**src/rtl/jpeg_ctrl_pkg.sv**
```systemverilog
// Shared constants and FSM encoding for the JPEG block sequencer.
// Latency: n/a (declarations only).
// Backpressure: n/a.
package jpeg_ctrl_pkg;

  localparam int ADDR_W           = 6;
  localparam int BLK_SAMPLES      = 1 << ADDR_W;
  localparam int BLK_W_DEF        = 12;
  localparam int PIPE_LAT_DEF     = 106;
  localparam int QUANT_OFFSET_DEF = 47;

  typedef enum logic [1:0] {
    IDLE  = 2'd0,
    CLEAR = 2'd1,
    RUN   = 2'd2,
    DONE  = 2'd3
  } state_t;

endpackage

```
**src/rtl/jpeg_sample_counter.sv**
```systemverilog
// Sample-address counter inside an 8x8 block, with wrap carry to count whole blocks.
// Latency: count updates on the edge after en; wrap is combinational from en and count.
// Backpressure: holds its value whenever en is low.
module jpeg_sample_counter
  import jpeg_ctrl_pkg::*;
(
  input  logic              clk,
  input  logic              rst_n,
  input  logic              en,
  input  logic              clr,
  input  logic [ADDR_W-1:0] load_val,
  output logic [ADDR_W-1:0] cnt,
  output logic              wrap
);

  // Carry out on the 63 -> 0 step; a clear takes priority, so it never wraps then.
  assign wrap = en && !clr && (cnt == {ADDR_W{1'b1}});

  // Clear loads the start value; otherwise count on enable, wrapping naturally.
  always_ff @(posedge clk or negedge rst_n) begin
    if (!rst_n) begin
      cnt <= '0;
    end else if (clr) begin
      cnt <= load_val;
    end else if (en) begin
      cnt <= cnt + ADDR_W'(1);
    end
  end

endmodule

```
**src/rtl/jpeg_block_sequencer.sv**
```systemverilog
// Job sequencer: clears the datapath, streams input/quant addresses for N blocks, gates zig-zag output.
// Latency: dp_clr 1 cycle after start, first ce 2 cycles after start, zig-zag after PIPE_LAT ce cycles.
// Backpressure: stall sampled in RUN drops ce (and ce_zig_zag) next cycle; all counters hold.
module jpeg_block_sequencer
  import jpeg_ctrl_pkg::*;
#(
  parameter int BLK_W        = BLK_W_DEF,
  parameter int PIPE_LAT     = PIPE_LAT_DEF,
  parameter int QUANT_OFFSET = QUANT_OFFSET_DEF
) (
  input  logic              clk,
  input  logic              rst_n,
  input  logic              start,
  input  logic [BLK_W-1:0]  num_blocks,
  input  logic              stall,
  output logic              dp_clr,
  output logic              ce,
  output logic [ADDR_W-1:0] addr_input,
  output logic [ADDR_W-1:0] addr_quant,
  output logic              ce_zig_zag,
  output logic [BLK_W-1:0]  blk_idx,
  output logic              busy,
  output logic              done
);

  // ce-cycle counter is wide enough for the full job plus pipeline fill.
  localparam int CNT_W = $clog2(PIPE_LAT) + BLK_W + ADDR_W;
  localparam int OUT_W = BLK_W + ADDR_W;
  localparam logic [ADDR_W-1:0] QOFF = ADDR_W'(QUANT_OFFSET % BLK_SAMPLES);
  localparam logic [CNT_W-1:0]  LAT  = CNT_W'(PIPE_LAT);

  state_t            state_q;
  state_t            state_d;
  logic [BLK_W-1:0]  nblk_q;
  logic [CNT_W-1:0]  ce_cnt_q;
  logic [CNT_W-1:0]  ce_cnt_nxt;
  logic [BLK_W-1:0]  out_blk_q;
  logic [ADDR_W-1:0] out_smp;
  logic [OUT_W-1:0]  out_cnt;
  logic [OUT_W-1:0]  out_last;
  logic              in_wrap;
  logic              out_wrap;
  logic              clr;
  logic              last_smp;
  logic              ce_d;
  logic              zz_d;

  // Any start seen in IDLE re-initialises every counter, including zero-block jobs.
  assign clr        = (state_q == IDLE) && start;
  assign out_cnt    = {out_blk_q, out_smp};
  assign out_last   = {nblk_q, {ADDR_W{1'b0}}} - OUT_W'(1);
  assign last_smp   = ce_zig_zag && (out_cnt == out_last);
  // Index of the ce cycle that the next cycle would be, if it is a ce cycle.
  assign ce_cnt_nxt = ce_cnt_q + CNT_W'(ce);

  // Input side: sample address within the block; wraps feed the block index.
  jpeg_sample_counter u_in_cnt (
    .clk      (clk),
    .rst_n    (rst_n),
    .en       (ce),
    .clr      (clr),
    .load_val ({ADDR_W{1'b0}}),
    .cnt      (addr_input),
    .wrap     (in_wrap)
  );

  // Output side: zig-zag samples emitted so far (low bits), block count above.
  jpeg_sample_counter u_out_cnt (
    .clk      (clk),
    .rst_n    (rst_n),
    .en       (ce_zig_zag),
    .clr      (clr),
    .load_val ({ADDR_W{1'b0}}),
    .cnt      (out_smp),
    .wrap     (out_wrap)
  );

  // Next state plus the look-ahead values that the output registers capture.
  always_comb begin
    state_d = state_q;
    case (state_q)
      IDLE:    if (start) state_d = (num_blocks != '0) ? CLEAR : DONE;
      CLEAR:   state_d = RUN;
      RUN:     if (last_smp) state_d = DONE;
      DONE:    state_d = IDLE;
      default: state_d = IDLE;
    endcase
    // Stall only matters once RUN is active; CLEAR always hands over to a ce cycle.
    ce_d = (state_d == RUN) && !(stall && (state_q == RUN));
    zz_d = ce_d && (ce_cnt_nxt >= LAT);
  end

  // State and registered control outputs.
  always_ff @(posedge clk or negedge rst_n) begin
    if (!rst_n) begin
      state_q    <= IDLE;
      dp_clr     <= 1'b0;
      ce         <= 1'b0;
      ce_zig_zag <= 1'b0;
      busy       <= 1'b0;
      done       <= 1'b0;
      nblk_q     <= '0;
    end else begin
      state_q    <= state_d;
      dp_clr     <= (state_d == CLEAR);
      ce         <= ce_d;
      ce_zig_zag <= zz_d;
      busy       <= (state_d != IDLE);
      done       <= (state_d == DONE);
      if (clr) nblk_q <= num_blocks;
    end
  end

  // Job counters: ce cycles, quant address, input block index, output block count.
  always_ff @(posedge clk or negedge rst_n) begin
    if (!rst_n) begin
      ce_cnt_q   <= '0;
      addr_quant <= QOFF;
      blk_idx    <= '0;
      out_blk_q  <= '0;
    end else if (clr) begin
      ce_cnt_q   <= '0;
      addr_quant <= QOFF;
      blk_idx    <= '0;
      out_blk_q  <= '0;
    end else begin
      if (ce) begin
        ce_cnt_q   <= ce_cnt_nxt;
        addr_quant <= addr_quant + ADDR_W'(1);
      end
      // Block index parks on the last block while the pipeline drains.
      if (in_wrap && (blk_idx != nblk_q - BLK_W'(1))) blk_idx <= blk_idx + BLK_W'(1);
      if (out_wrap) out_blk_q <= out_blk_q + BLK_W'(1);
    end
  end

endmodule

```
**config.mk**
```make
export PLATFORM = sky130hd
export DESIGN_NAME = jpeg_block_sequencer
export DESIGN_NICKNAME = d
export VERILOG_FILES = /design/src/rtl/jpeg_ctrl_pkg.sv /design/src/rtl/jpeg_sample_counter.sv /design/src/rtl/jpeg_block_sequencer.sv
export SDC_FILE = /design/constraint.sdc
export NUM_CORES = 1
export LEC_CHECK = 0
export ABC_AREA = 1
export ABC_CLOCK_PERIOD_IN_PS = 2700
export BUFFER_PORTS_ARGS = -buffer_cell sky130_fd_sc_hd__buf_2
export CORE_MARGIN = 8
export CORE_UTILIZATION = 55
export DETAILED_ROUTE_END_ITERATION = 16
export GPL_ROUTABILITY_DRIVEN = 1
export HOLD_SLACK_MARGIN = 0.06
export MAX_ROUTING_LAYER = met4
export PLACE_DENSITY = 0.85
export RECOVER_POWER = 25
export SYNTH_ARGS = -nofsm -noshare
export SYNTH_HDL_FRONTEND = slang
export SYNTH_HIERARCHICAL = 1
export SYNTH_SLANG_ARGS = --single-unit
```
**constraint.sdc**
```tcl
create_clock -name clk -period 2.7 [get_ports clk]
set_input_delay 0.135 -clock clk [delete_from_list [all_inputs] [get_ports clk]]
set_output_delay 0.135 -clock clk [all_outputs]
set_load 0.01 [all_outputs]
```
* Word-level counts from Yosys, hierarchy flattened
Cells that the tools add are included.
** Operators by class
- Equality and inequality tests :: 10
- $lt $le $gt $ge :: 1
- Add/sub/neg operators :: 8
- Muxes and demuxes :: 16
- Reductions and logical operators :: 19
** Operator list (count)
- 25-bit 2-to-1 mux :: 2
- 12-bit 2-to-1 mux :: 4
- 6-bit 2-to-1 mux :: 6
- 25-bit by 1-bit adder with 25-bit output :: 1
- 25-bit by 7-bit greater-or-equal comparator with 1-bit output (second input constant) :: 1
- 12-bit by 1-bit adder with 12-bit output (second input constant) :: 2
- 6-bit by 1-bit adder with 6-bit output (second input constant) :: 3
- 18-bit equality test :: 1
- 18-bit by 1-bit subtractor with 18-bit output (second input constant) :: 1
- 6-bit equality test (second input constant) :: 2
- 12-bit inequality test :: 1
- 12-bit nonzero test :: 1
- 12-bit by 1-bit subtractor with 12-bit output (second input constant) :: 1
- 1-bit logical AND :: 10
- 2-bit nonzero test :: 5
- 2-bit equality test (second input constant) :: 4
- 2-bit case mux with 4 select lines :: 1
- 2-bit 2-to-1 mux :: 3
- 2-bit by 1-bit equality test with 1-bit output (second input constant) :: 2
- 1-bit zero test :: 2
- 2-bit zero test :: 1
** Word-level totals
- Flip-flop bits (word level) :: 86
- Word-level logic and storage cells :: 67
- Output and inout bits :: 29
- Bits of input ports :: 16

* Longest topological paths before layout
Gate-level depths: netlist (run 1).
- Depth in word-level cells :: 8
- Depth in mapped cells :: 18
- Gate-level depth less buffers :: 17

* Modules after synthesis
Netlist (run 1), hierarchy kept.
** By module, submodules not included
- jpeg_block_sequencer :: instances 1, cells an instance 640, area each 4606.9 um^2, sequential area each 1858.0 um^2
- jpeg_sample_counter :: instances 2, cells an instance 48, area each 374.1 um^2, sequential area each 150.1 um^2

* Worst setup path after synthesis (run 1)
OpenSTA, ideal clock, no wires.
- Path type :: register to register
- Start :: reg state_q[0]
- End :: reg out_blk_q[10]
- Setup time :: 123 ps
- Buffers on the path :: 2
- Clock period less this slack :: 2667 ps
- Path slack :: 33 ps
- Cell stages (with the launch flop) :: 17
- Required time :: 2577 ps
- Data arrival time :: 2544 ps
- Cell sequence :: dfrtp_1 inv_1 ha_1 nand2_1 clkinv_1 buf_6 inv_2 nand2_2 nor3_1 clkbuf_1 nand3_1 nor3_1 nand2_1 nor3_1 nand2_1 o21ai_0 a21oi_1
** On the way
- Longest elaborated chain between the ends :: 6
- Elaborated cells between the ends (all ways) :: 7
- Classes of those cells :: mux: 1; reduce/logical: 6
** RTL lines
- from (decl) :: line jpeg_block_sequencer.sv:32 : state_t state_q;
- from (signal assigned) :: line jpeg_block_sequencer.sv:104 : state_q <= state_d;
- 2-bit zero test :: line jpeg_block_sequencer.sv:49 : assign clr = (state_q == IDLE) && start;
- 1-bit logical AND :: line jpeg_block_sequencer.sv:49
- net clr :: line jpeg_block_sequencer.sv:43 : logic clr;
- 1-bit zero test :: line jpeg_sample_counter.sv:17 : assign wrap = en && !clr && (cnt == {ADDR_W{1'b1}});
- 1-bit logical AND (2 in series) :: line jpeg_sample_counter.sv:17
- net out_wrap :: line jpeg_block_sequencer.sv:42 : logic out_wrap;
- 2-bit nonzero test (no source line)
- to (signal assigned) :: line jpeg_block_sequencer.sv:133 : if (out_wrap) out_blk_q <= out_blk_q + BLK_W'(1);
- to (decl) :: line jpeg_block_sequencer.sv:37 : logic [BLK_W-1:0] out_blk_q;
The timed path passes the listed nets, and every way through them passes these cells.
A chain may end at the register's enable or synchronous reset.

* Worst setup path in the final report (run 1)
- Start :: reg state_q[1]
- End :: reg out_blk_q[11]
The elaborated chain is that of the path after synthesis.

==> run_results.csv, run 1 <==
group,metric,value,unit
detailed_routing,drtPass1Iterations,5,
detailed_routing,vias_per_cell,5.33,
floorplanning,dieArea,0.0132,mm^2
detailed_routing,wl_per_cell,13.5,um
detailed_routing,route.detailed.drc,0,
critical_path,cp.arrival,2.62,ns
critical_path,worstSetupPathType,"flip-flop to flip-flop",
synthesis,synth_top_area_share,37.9,%
grt,grt_pass1_vias,4829,
cells_and_area,diodes,0,
grt,grt_use_total,21.1,%
cts,clk_pin_slew,0.10,ns
detailed_routing,wl,12700,um
place,dpl.hpwl,9120,um
sta,rsz0062_at_grt,"false",
min_path,hp-class,"input port to flip-flop",
cts,clk_path_buf_depth,2,
cts,cts_sinks,86,
cts,htree_levels,3,
synthesis,synth_area_per_cell,7.28,um^2
floorplanning,rows,36,
critical_path,slowest_stage,"dfrtp_1",
floorplanning,fp.dieH,115,um
place,place_ws,0.245,ns
power_and_ir_drop,power_density,547,mW/mm^2
cts,root_buffer,"clkbuf_8",
sta,tns,0,ns
detailed_routing,drt_iter0_markers,397,
detailed_routing,vias,5008,
place,place_inst,916,
critical_path,critical-path-top-delay-family,"simple AND/OR/NAND/NOR gates",
critical_path,cp_num_buf_inv,4,
grt,overflow,0,
sta,post-route-period-util,87.6,%
sta,tightest_slew,2.10,ns
sta,report.final.slew_viol_count,86,
floorplanning,io_pins,45,
floorplanning,die_w,115,um
run_status,violations,"capacitance limit, slew limit",
cells_and_area,final_nets,828,
grt,grt_start_max_net_pins,86,
power_and_ir_drop,p_leak,3.06,nW
critical_path,cp-end-kind,"flip-flop",
synthesis,ys.flop_type,"dfrtp_1",
synthesis,ys_ff_latch,86,
sta,finalHoldViolations,0,
run_status,status,"complete, but fails checks",
floorplanning,core-area,0.00959,mm^2
sta,final-setup-viol-count,0,
critical_path,worst_ep_required_time,2.96,ns
critical_path,start_kind,"flip-flop",
cells_and_area,stdcell_count,939,
synthesis,synthDistinctLibCells,40,
sta,max_clock_freq,423,MHz
sta,skew,0.00976,ns
synthesis,yosys_warnings,6,
sta,post-route-min-period,2.37,ns
critical_path,path_max_fanout,6,
synthesis,synth_area_leaders,"dfrtp_1 (38%), nand2_1 (13%), inv_1 (7.2%), nand3_1 (6.5%), xor2_1 (5.2%)",
place,io_buffers,44,
cells_and_area,drive_gt1_share,8.44,%
power_and_ir_drop,max-vdd-ir-drop,0.309,mV
sta,setup_slack,0.335,ns
synthesis,synth_edf_count,0,
critical_path,crit_chain,"inv_1, ha_1, nand2_2, clkinv_1, inv_2, nand2_2, nor3_2, nand3_1, nor2_1, nand2_1, inv_1, nand2_1, nor2_1, nand4_1, o21ai_0, a21oi_1",
detailed_routing,drtAntennaViolNets,0,
synthesis,netlist_instances,736,
place,gp_congestion,0.915,
cells_and_area,fin_util,62.7,%
critical_path,worst_path_largest_cell_delay,0.37,ns
synthesis,synth_seq_area_share,40.3,%
sta,slew-limit-headroom,-40.2,%
cts,clkLatencyLatePin,0.36,ns
cts,cts_buffers,9,
grt,antenna_found_initial,0,
synthesis,ys_async_sr_fraction,100,%
synthesis,yosysTopAreaCell,"dfrtp_1",
synthesis,synth_area,0.00536,mm^2
cells_and_area,areaGrowthSynthToFinish,12.4,%
floorplanning,initial_core_util,55.8,%
run,cap_violations,1,
grt,grt_pass1_wl,22000,um
cts,cts_tree,"done",
[final timing paths]
kind                                                start                          end  slack, ns  depth (start not counted)
worst max-delay path                 state_q[1]$_DFF_PN0_    out_blk_q[11]$_DFFE_PN0P_       0.33                         16
max in group asynchronous                           rst_n       blk_idx[1]$_DFFE_PN0P_       0.54                          2
worst min register to register  addr_quant[4]$_DFFE_PN0P_    addr_quant[4]$_DFFE_PN0P_       0.50                          1
worst max register to register       state_q[1]$_DFF_PN0_    out_blk_q[11]$_DFFE_PN0P_       0.33                         16
min in group asynchronous                           rst_n  u_in_cnt/cnt[4]$_DFFE_PN0P_       0.90                          2
worst min-delay path                        num_blocks[4]        nblk_q[4]$_DFFE_PN0P_       0.07                          3
[placed cells by master, fill, tap and decap left out, types with 12 or more instances in the layout]
| cell | Yosys | layout |
|---|---|---|
| inv_1 | 103 | 103 |
| dfrtp_1 | 81 | 81 |
| nor2_1 | 66 | 66 |
| clkbuf_1 | 11 | 24 |
| buf_2 | 1 | 20 |
| nand2_1 | 182 | 181 |
| a21oi_1 | 15 | 15 |
| nand3_1 | 70 | 70 |
| conb_1 | 1 | 12 |
| xor2_1 | 32 | 32 |
| nand4_1 | 26 | 26 |
| o21ai_0 | 43 | 43 |
[state kept, by name (all words and copies together), names as in the netlist, 2 cells and up]
register	flops
ce_cnt_q	25
blk_idx	12
nblk_q	12
out_blk_q	12
addr_quant	6
u_in_cnt/cnt	6
u_out_cnt/cnt	6
state_q	2
[where the power goes]
part | total, mW | leakage, nW | switching, mW | internal (mW)
logic | 0.645 | 1.86 | 0.379 | 0.266
clock network | 0.948 | 0.0964 | 0.510 | 0.437
registers | 1.70 | 1.10 | 0.216 | 1.48
[through the flow]
step	hold slack [ns]	cell area (um^2)	power, mW
2_1_floorplan	-0.161	5400	2.12
3_3_place_gp	0.393	5760	2.35
3_5_place_dp	0.402	5760	2.37
4_1_cts	0.0659	6040	3.33
5_1_grt	0.0819	6020	3.48
6_report	0.0654	6020	3.29
[metal layers]
layer | GRT usage, % | vias to the layer above | share of wire (%)
li1 | - | 2510 | -
met1 | 25.6 | 2344 | 44
met2 | 35.6 | 138 | 49
met3 | 3.27 | 16 | 5.3
met4 | 6.12 | 0 | 1.5
met5 | - | - | 0
[timing repair]
action	in CTS	in global routing
buffers inserted	0	0
hold buffers	7	0
endpoints found under the setup margin	0	14
gates resized for setup	0	3
hold endpoints to repair	87	0
[cells by family (layout without fill, tap and decap cells)]
group	count (synthesis)	count (layout)	synth area share [%]
other	1	12	0.0700
DFF	86	86	40.3
AOI/OAI and AO/OA	93	93	9.88
buffers and inverters	125	184	9.21
adders and majority gates	11	11	2.57
xor gates and xnor gates	38	38	6.21
and+or+nand+nor	382	382	31.8
[synth_stat cells, drive strengths merged, types with 2 or more instances]
master  number
inv        107
a21boi       4
o22ai       11
xor2        32
nor2        76
clkinv       2
and3         2
nand2      187
buf          5
ha          11
dfstp        5
xnor2        6
nand3b       3
clkbuf      11
a21oi       15
o21ai       49
dfrtp       81
a22oi        4
nand3       71
nor3        14
nand4       26
o211ai       4
a22o         3
[cell type report]
class / instances / area [um^2]
inverters: 109 / 409
clock buffers: 9 / 124
repair buffers: 59 / 318
flip-flops and latches: 86 / 2160
fillers: 865 / 3580
clock inverters: 7 / 80.1
multi-input cells: 536 / 2760
well taps: 133 / 166
[worst register-to-register path, cell delays in order, from the launching register on]
cell,delay (ns)
dfrtp_1,0.37
inv_1,0.08
ha_1,0.20
nand2_2,0.10
clkinv_1,0.09
inv_2,0.06
nand2_2,0.09
nor3_2,0.24
nand3_1,0.14
nor2_1,0.14
nand2_1,0.07
inv_1,0.08
nand2_1,0.08
nor2_1,0.18
nand4_1,0.12
o21ai_0,0.17
a21oi_1,0.05
Power figures use the tool's default switching activity.
==> run 2, diff against run 1 <==
--- a/config.mk
+++ b/config.mk
@@ -18,5 +18,4 @@
 export RECOVER_POWER = 25
 export SYNTH_ARGS = -nofsm -noshare
 export SYNTH_HDL_FRONTEND = slang
-export SYNTH_HIERARCHICAL = 1
 export SYNTH_SLANG_ARGS = --single-unit
==> run 2 against run 1 <==
- the flow still finishes with violations (capacitance limit, slew limit)
- clock skew rose by 0.0068 ns
- count of clock-buffer cells in the layout rose by 3
- via count fell by 0.44%
- critical path depth fell by 2
- design area fell by 1.4%
- highest routed layer unchanged
- cell count fell by 2.4%
- die area fell by 1.0%
- critical endpoint is now blk_idx[11]$_DFFE_PN0P_
- global-route usage rose by 0.51 points
- hold slack improved by 0.0047 ns
- wire length rose by 3.8%
- sequential share of layout area rose by 0.52 points
- critical path type unchanged
==> run_results.csv, run 2 <==
group,metric,value,unit
cts,cts_tree,"done",
cells_and_area,final_cell_mix,"nand2_1 (175), inv_1 (112), dfrtp_1 (81), nand3_1 (69), nor2_1 (69)",
critical_path,worst_path_largest_cell_delay,0.49,ns
sta,skew,0.0166,ns
run_status,status,"complete, but fails checks",
grt,overflow,0,
detailed_routing,wl_per_cell,14.3,um
grt,grt_pass1_wl,22300,um
detailed_routing,route.detailed.drc,0,
cts,root_buffer,"clkbuf_8",
floorplanning,fp.dieH,114,um
place,gp_congestion,0.970,
detailed_routing,vias_per_cell,5.44,
cells_and_area,diodes,0,
min_path,hp-class,"input port to flip-flop",
detailed_routing,vias,4986,
sta,finalHoldViolations,0,
critical_path,slowest_stage,"dfrtp_1",
critical_path,worst_ep_required_time,2.99,ns
floorplanning,core-area,0.00928,mm^2
floorplanning,io_pins,45,
sta,report.final.slew_viol_count,85,
cells_and_area,final_common_cell,"nand2_1",
critical_path,path_max_fanout,13,
synthesis,synthDistinctLibCells,38,
cells_and_area,num-fill-cells,846,
synthesis,synth_seq_area_share,40.8,%
cells_and_area,largest_register_ffs,25,
synthesis,synthMostInstantiatedCell,"nand2_1",
sta,max_clock_freq,416,MHz
cts,cts_sinks,86,
place,dpl.hpwl,9640,um
detailed_routing,wl,13100,um
sta,post-route-min-period,2.40,ns
critical_path,start_kind,"flip-flop",
cells_and_area,top_register,"ce_cnt_q",
critical_path,cp-end-kind,"flip-flop",
synthesis,ys_ff_latch,86,
run_status,violations,"capacitance limit, slew limit",
synthesis,synth_area_leaders,"dfrtp_1 (38%), nand2_1 (12%), inv_1 (7.9%), nand3_1 (6.5%), xor2_1 (5.6%)",
grt,grt_use_total,21.6,%
power_and_ir_drop,power,3.66,mW
sta,final-setup-viol-count,0,
critical_path,cp.arrival,2.70,ns
cts,cts_buffers,9,
sta,tightest_slew,2.08,ns
sta,tns,0,ns
detailed_routing,drtAntennaViolNets,0,
sta,post-route-period-util,89.0,%
critical_path,worstSetupPathType,"flip-flop to flip-flop",
grt,grt_pass1_vias,4802,
cts,clkLatencyLatePin,0.36,ns
synthesis,syn_nets,755,
synthesis,yosysTopAreaCell,"dfrtp_1",
synthesis,synth_edf_count,0,
place,io_buffers,44,
synthesis,ys.flop_type,"dfrtp_1",
synthesis,synth_area_per_cell,7.27,um^2
grt,grt_start_max_net_pins,85,
synthesis,synth_top_area_share,38.3,%
detailed_routing,drtPass1Iterations,6,
cells_and_area,fin_util,63.9,%
sta,rsz0062_at_grt,"false",
synthesis,ys_async_sr_fraction,100,%
cells_and_area,stdcell_count,916,
synthesis,synth_area,0.00529,mm^2
cells_and_area,areaGrowthSynthToFinish,12.1,%
detailed_routing,drt_iter0_markers,373,
cells_and_area,drive_gt1_share,8.01,%
floorplanning,die_w,114,um
power_and_ir_drop,power_density,617,mW/mm^2
cts,postCtsSetupBuffers,0,
cts,clk_path_buf_depth,2,
run,cap_violations,1,
place,place_inst,892,
grt,antenna_found_initial,0,
floorplanning,initial_core_util,57.0,%
cells_and_area,final_nets,809,
cts,htree_levels,3,
power_and_ir_drop,p_leak,3.01,nW
sta,slew-limit-headroom,-39.0,%
floorplanning,dieArea,0.0130,mm^2
synthesis,synth_common_cells,"nand2_1 (175), inv_1 (112), dfrtp_1 (81)",
critical_path,path_common_cell,"nand2_1",
synthesis,netlist_instances,728,
floorplanning,rows,35,
power_and_ir_drop,max-vdd-ir-drop,0.335,mV
cts,clk_pin_slew,0.09,ns
synthesis,yosys_warnings,0,
critical_path,crit_chain,"inv_2, ha_1, nand2_1, nor2_1, nand3_1, nand2_1, nand2_1, xor2_1, nand3_1, nor2_2, nand2_2, nand2_4, nand3_1, nand2_1",
-- run 2: cell count changes after synthesis, sizes merged, moves of 3 or more --
cell    before  now
o211ai       4    1
a22oi        4    0
o21ai       49   38
nand2      187  180
a21boi       4    0
nor3        14   23
inv        107  117
nand4       26   20
o22ai       11   16
-- run 2: per-stage QoR --
stage | hold WS (ns) | worst slack, ns | area, um^2
finish | 0.0700 | 0.296 | 5930
global route | 0.0815 | 0.0154 | 5930
CTS | 0.0604 | 0.253 | 5960
detailed placement | 0.404 | 0.264 | 5650
global placement | 0.391 | 0.286 | 5650
floorplan | -0.161 | 0.582 | 5290
-- run 2: critical path, delay by kind of cell, from the launching register on --
| kind | cells | cell delay [ns] |
|---|---|---|
| simple gates | 11 | 1.27 |
| fa+ha+maj | 1 | 0.27 |
| flops | 1 | 0.49 |
| xor+xnor | 1 | 0.13 |
| buf+inv | 1 | 0.17 |
-- run 2: area by class of cell --
cell class	count	area (um^2)	share of cell area, %
multi-input cells	509	2620	44.2
flip-flops and latches	86	2160	36.4
inverters	117	439	7.40
repair buffers	59	320	5.40
well taps	129	161	2.72
clock buffers	12	155	2.62
clock inverters	4	77.6	1.31
-- run 2: kinds of logic after synthesis --
group	Yosys count	synth area share, %
and+or+nand+nor	378	31.8
buffers and inverters	133	9.77
DFF	86	40.8
AOI/OAI and AO/OA	82	8.75
xor gates and xnor gates	38	6.29
adders and majority gates	11	2.60
-- run 2: final timing paths --
path                                         startpoint                      endpoint  slack (ns)  depth (start not counted)
setup / recovery                  nblk_q[0]$_DFFE_PN0P_       blk_idx[11]$_DFFE_PN0P_        0.30                         14
setup reg to reg                  nblk_q[0]$_DFFE_PN0P_       blk_idx[11]$_DFFE_PN0P_        0.30                         14
max in group asynchronous                         rst_n   u_in_cnt.cnt[1]$_DFFE_PN0P_        0.55                          2
min in group asynchronous                         rst_n  u_out_cnt.cnt[4]$_DFFE_PN0P_        0.94                          2
hold reg to reg            u_out_cnt.cnt[5]$_DFFE_PN0P_  u_out_cnt.cnt[5]$_DFFE_PN0P_        0.45                          1
hold / removal                            num_blocks[8]         nblk_q[8]$_DFFE_PN0P_        0.07                          3
-- run 2: timing repair --
action	CTS	global route
setup endpoints to repair	0	11
resized for setup	0	1
hold buffers	8	0
hold endpoints to repair	88	0
-- run 2: power breakdown --
part,switching [mW],internal (mW)
Combinational,0.498,0.324
Sequential,0.242,1.54
Clock,0.480,0.578
-- run 2: layer usage --
metal	up-vias	track usage (%)	share of wire, %
li1	2447	-	-
met4	0	7.81	1.8
met5	-	-	0
met1	2350	26.2	43
met2	167	35.3	49
met3	22	4.06	5.7
==> run 3, diff against run 2 <==
--- a/config.mk
+++ b/config.mk
@@ -8,6 +8,7 @@
 export ABC_AREA = 1
 export ABC_CLOCK_PERIOD_IN_PS = 2700
 export BUFFER_PORTS_ARGS = -buffer_cell sky130_fd_sc_hd__buf_2
+export CORE_ASPECT_RATIO = 0.6
 export CORE_MARGIN = 8
 export CORE_UTILIZATION = 55
 export DETAILED_ROUTE_END_ITERATION = 16
==> run 3 against run 2 <==
- the run still ends with capacitance limit, slew limit left
- die area grew 0.78%
- sequential power hardly changed
- register-to-register slack got worse by 0.097 ns
- clock skew down 0.012 ns
- largest cell class unchanged
==> run_results.csv, run 3 (synthesis results as in run 2) <==
group,metric,value,unit
cells_and_area,final_nets,802,
floorplanning,fp.dieH,92.0,um
critical_path,r2r_slack,0.20,ns
critical_path,cp-startpoint,"state_q[0]$_DFF_PN0_",
cts,clk_path_buf_depth,2,
cts,postCtsSetupBuffers,0,
cts,clkLatencyLatePin,0.34,ns
cells_and_area,stdcell_count,910,
critical_path,crit_path_end,"ce_cnt_q[5]$_DFFE_PN0P_",
sta,finalHoldViolations,0,
sta,rsz0062_at_grt,"false",
min_path,hp-class,"input port to flip-flop",
sta,final-setup-viol-count,0,
grt,grt_use_total,23.1,%
cells_and_area,drive_gt1_share,8.46,%
detailed_routing,drt_iter0_markers,543,
cells_and_area,final_common_cell,"nand2_1",
cells_and_area,largest_register_ffs,25,
cells_and_area,multiInputGateArea,0.00264,mm^2
floorplanning,die_w,143,um
sta,slew-limit-headroom,-41.4,%
critical_path,cp.arrival,2.74,ns
sta,post-route-period-util,92.6,%
cells_and_area,areaGrowthSynthToFinish,11.8,%
run,cap_violations,1,
critical_path,worstSetupPathType,"flip-flop to flip-flop",
power_and_ir_drop,power,3.83,mW
grt,grt_pass1_wl,23600,um
detailed_routing,wl,14200,um
detailed_routing,route.detailed.drc,0,
place,dpl.hpwl,10700,um
floorplanning,dieArea,0.0131,mm^2
critical_path,cp-end-kind,"flip-flop",
place,io_buffers,44,
cells_and_area,regArea,0.00216,mm^2
critical_path,worst_ep_required_time,2.94,ns
run_status,violations,"capacitance limit, slew limit",
cts,root_buffer,"clkbuf_16",
power_and_ir_drop,p_leak,3.00,nW
floorplanning,initial_core_util,57.2,%
cells_and_area,final_cell_mix,"nand2_1 (175), inv_1 (112), dfrtp_1 (81), nand3_1 (69), nor2_1 (68)",
sta,skew,0.00497,ns
power_and_ir_drop,max-vdd-ir-drop,0.336,mV
floorplanning,core-area,0.00926,mm^2
detailed_routing,vias,4987,
floorplanning,rows,27,
cells_and_area,diodes,0,
detailed_routing,drtAntennaViolNets,0,
critical_path,crit-reg2reg-launch,"state_q[0]$_DFF_PN0_",
cts,clk_pin_slew,0.07,ns
critical_path,path_max_fanout,20,
sta,max_clock_freq,400,MHz
cells_and_area,num-fill-cells,847,
cts,cts_tree,"done",
sta,report.final.slew_viol_count,87,
grt,overflow,0,
run_status,status,"complete, but fails checks",
cts,cts_buffers,9,
critical_path,rr_worst_depth,8,
sta,post-route-min-period,2.50,ns
sta,tightest_slew,2.12,ns
place,gp_congestion,1.01,
floorplanning,io_pins,45,
detailed_routing,drtPass1Iterations,6,
detailed_routing,wl_per_cell,15.6,um
sta,tns,0,ns
power_and_ir_drop,power_density,647,mW/mm^2
cts,cts_sinks,86,
grt,grt_pass1_vias,4595,
grt,antenna_found_initial,0,
grt,grt_start_max_net_pins,87,
critical_path,r2r_end,"ce_cnt_q[5]$_DFFE_PN0P_",
detailed_routing,vias_per_cell,5.48,
critical_path,start_kind,"flip-flop",
cells_and_area,top_register,"ce_cnt_q",
place,place_inst,892,
cts,htree_levels,3,
run 3: repair_timing:
item / CTS / global route
hold endpoints to repair: 70 / 0
hold buffers: 1 / 0
resized for setup: 0 / 5
endpoints found under the setup margin: 0 / 12
run 3: power breakdown:
part / switching, mW / internal [mW]
Clock: 0.540 / 0.627
Combinational: 0.538 / 0.314
Sequential: 0.264 / 1.55
Total: 1.34 / 2.49
run 3: final cells by class:
cell class,instances,share of cell area (%)
Clock buffer,9,3.81
Clock inverter,7,0.825
Inverter,117,7.43
Multi-Input combinational cell,510,44.7
Sequential cell,86,36.5
Tap cell,130,2.75
Timing Repair Buffer,51,4.02
run 3: worst min-delay path by stage:
stage	to	start	cells after the start
2_1_floorplan	addr_quant[4]$_DFFE_PN0P_	rst_n	0
3_3_place_gp	u_in_cnt.cnt[4]$_DFFE_PN0P_	rst_n	1
3_5_place_dp	u_in_cnt.cnt[2]$_DFFE_PN0P_	rst_n	1
4_1_cts	nblk_q[7]$_DFFE_PN0P_	num_blocks[7]	3
5_1_grt	nblk_q[1]$_DFFE_PN0P_	num_blocks[1]	3
6_report	nblk_q[7]$_DFFE_PN0P_	num_blocks[7]	3
run 3: routing by layer:
layer | track usage [%] | routed length (um) | part of all wire, % | vias to the layer above
met2 | 29.7 | 5540 | 39 | 235
met3 | 5.74 | 1480 | 10 | 7
met4 | 4.49 | 83 | 0.58 | 0
met1 | 35.2 | 7140 | 50 | 2305
li1 | - | - | - | 2440
met5 | - | 0 | 0 | -
run 3: per-stage QoR:
stage               hold WS (ns)  cell area (um^2)  worst slack, ns  utilization (%)
floorplan                 -0.161              5290            0.582                -
global placement           0.383              5650            0.206             61.0
detailed placement         0.404              5650           0.0894             61.0
CTS                       0.0606              5930           0.0799             64.1
global route              0.0734              5910           0.0231             63.9
finish                    0.0631              5910            0.199             63.9
run 3: critical path: stages, from the launching register on:
cell,delay [ns]
dfrtp_1,0.37
inv_1,0.09
ha_1,0.20
nand2_1,0.09
inv_2,0.05
buf_4,0.18
nor2_1,0.55
inv_1,0.53
o21ai_0,0.34
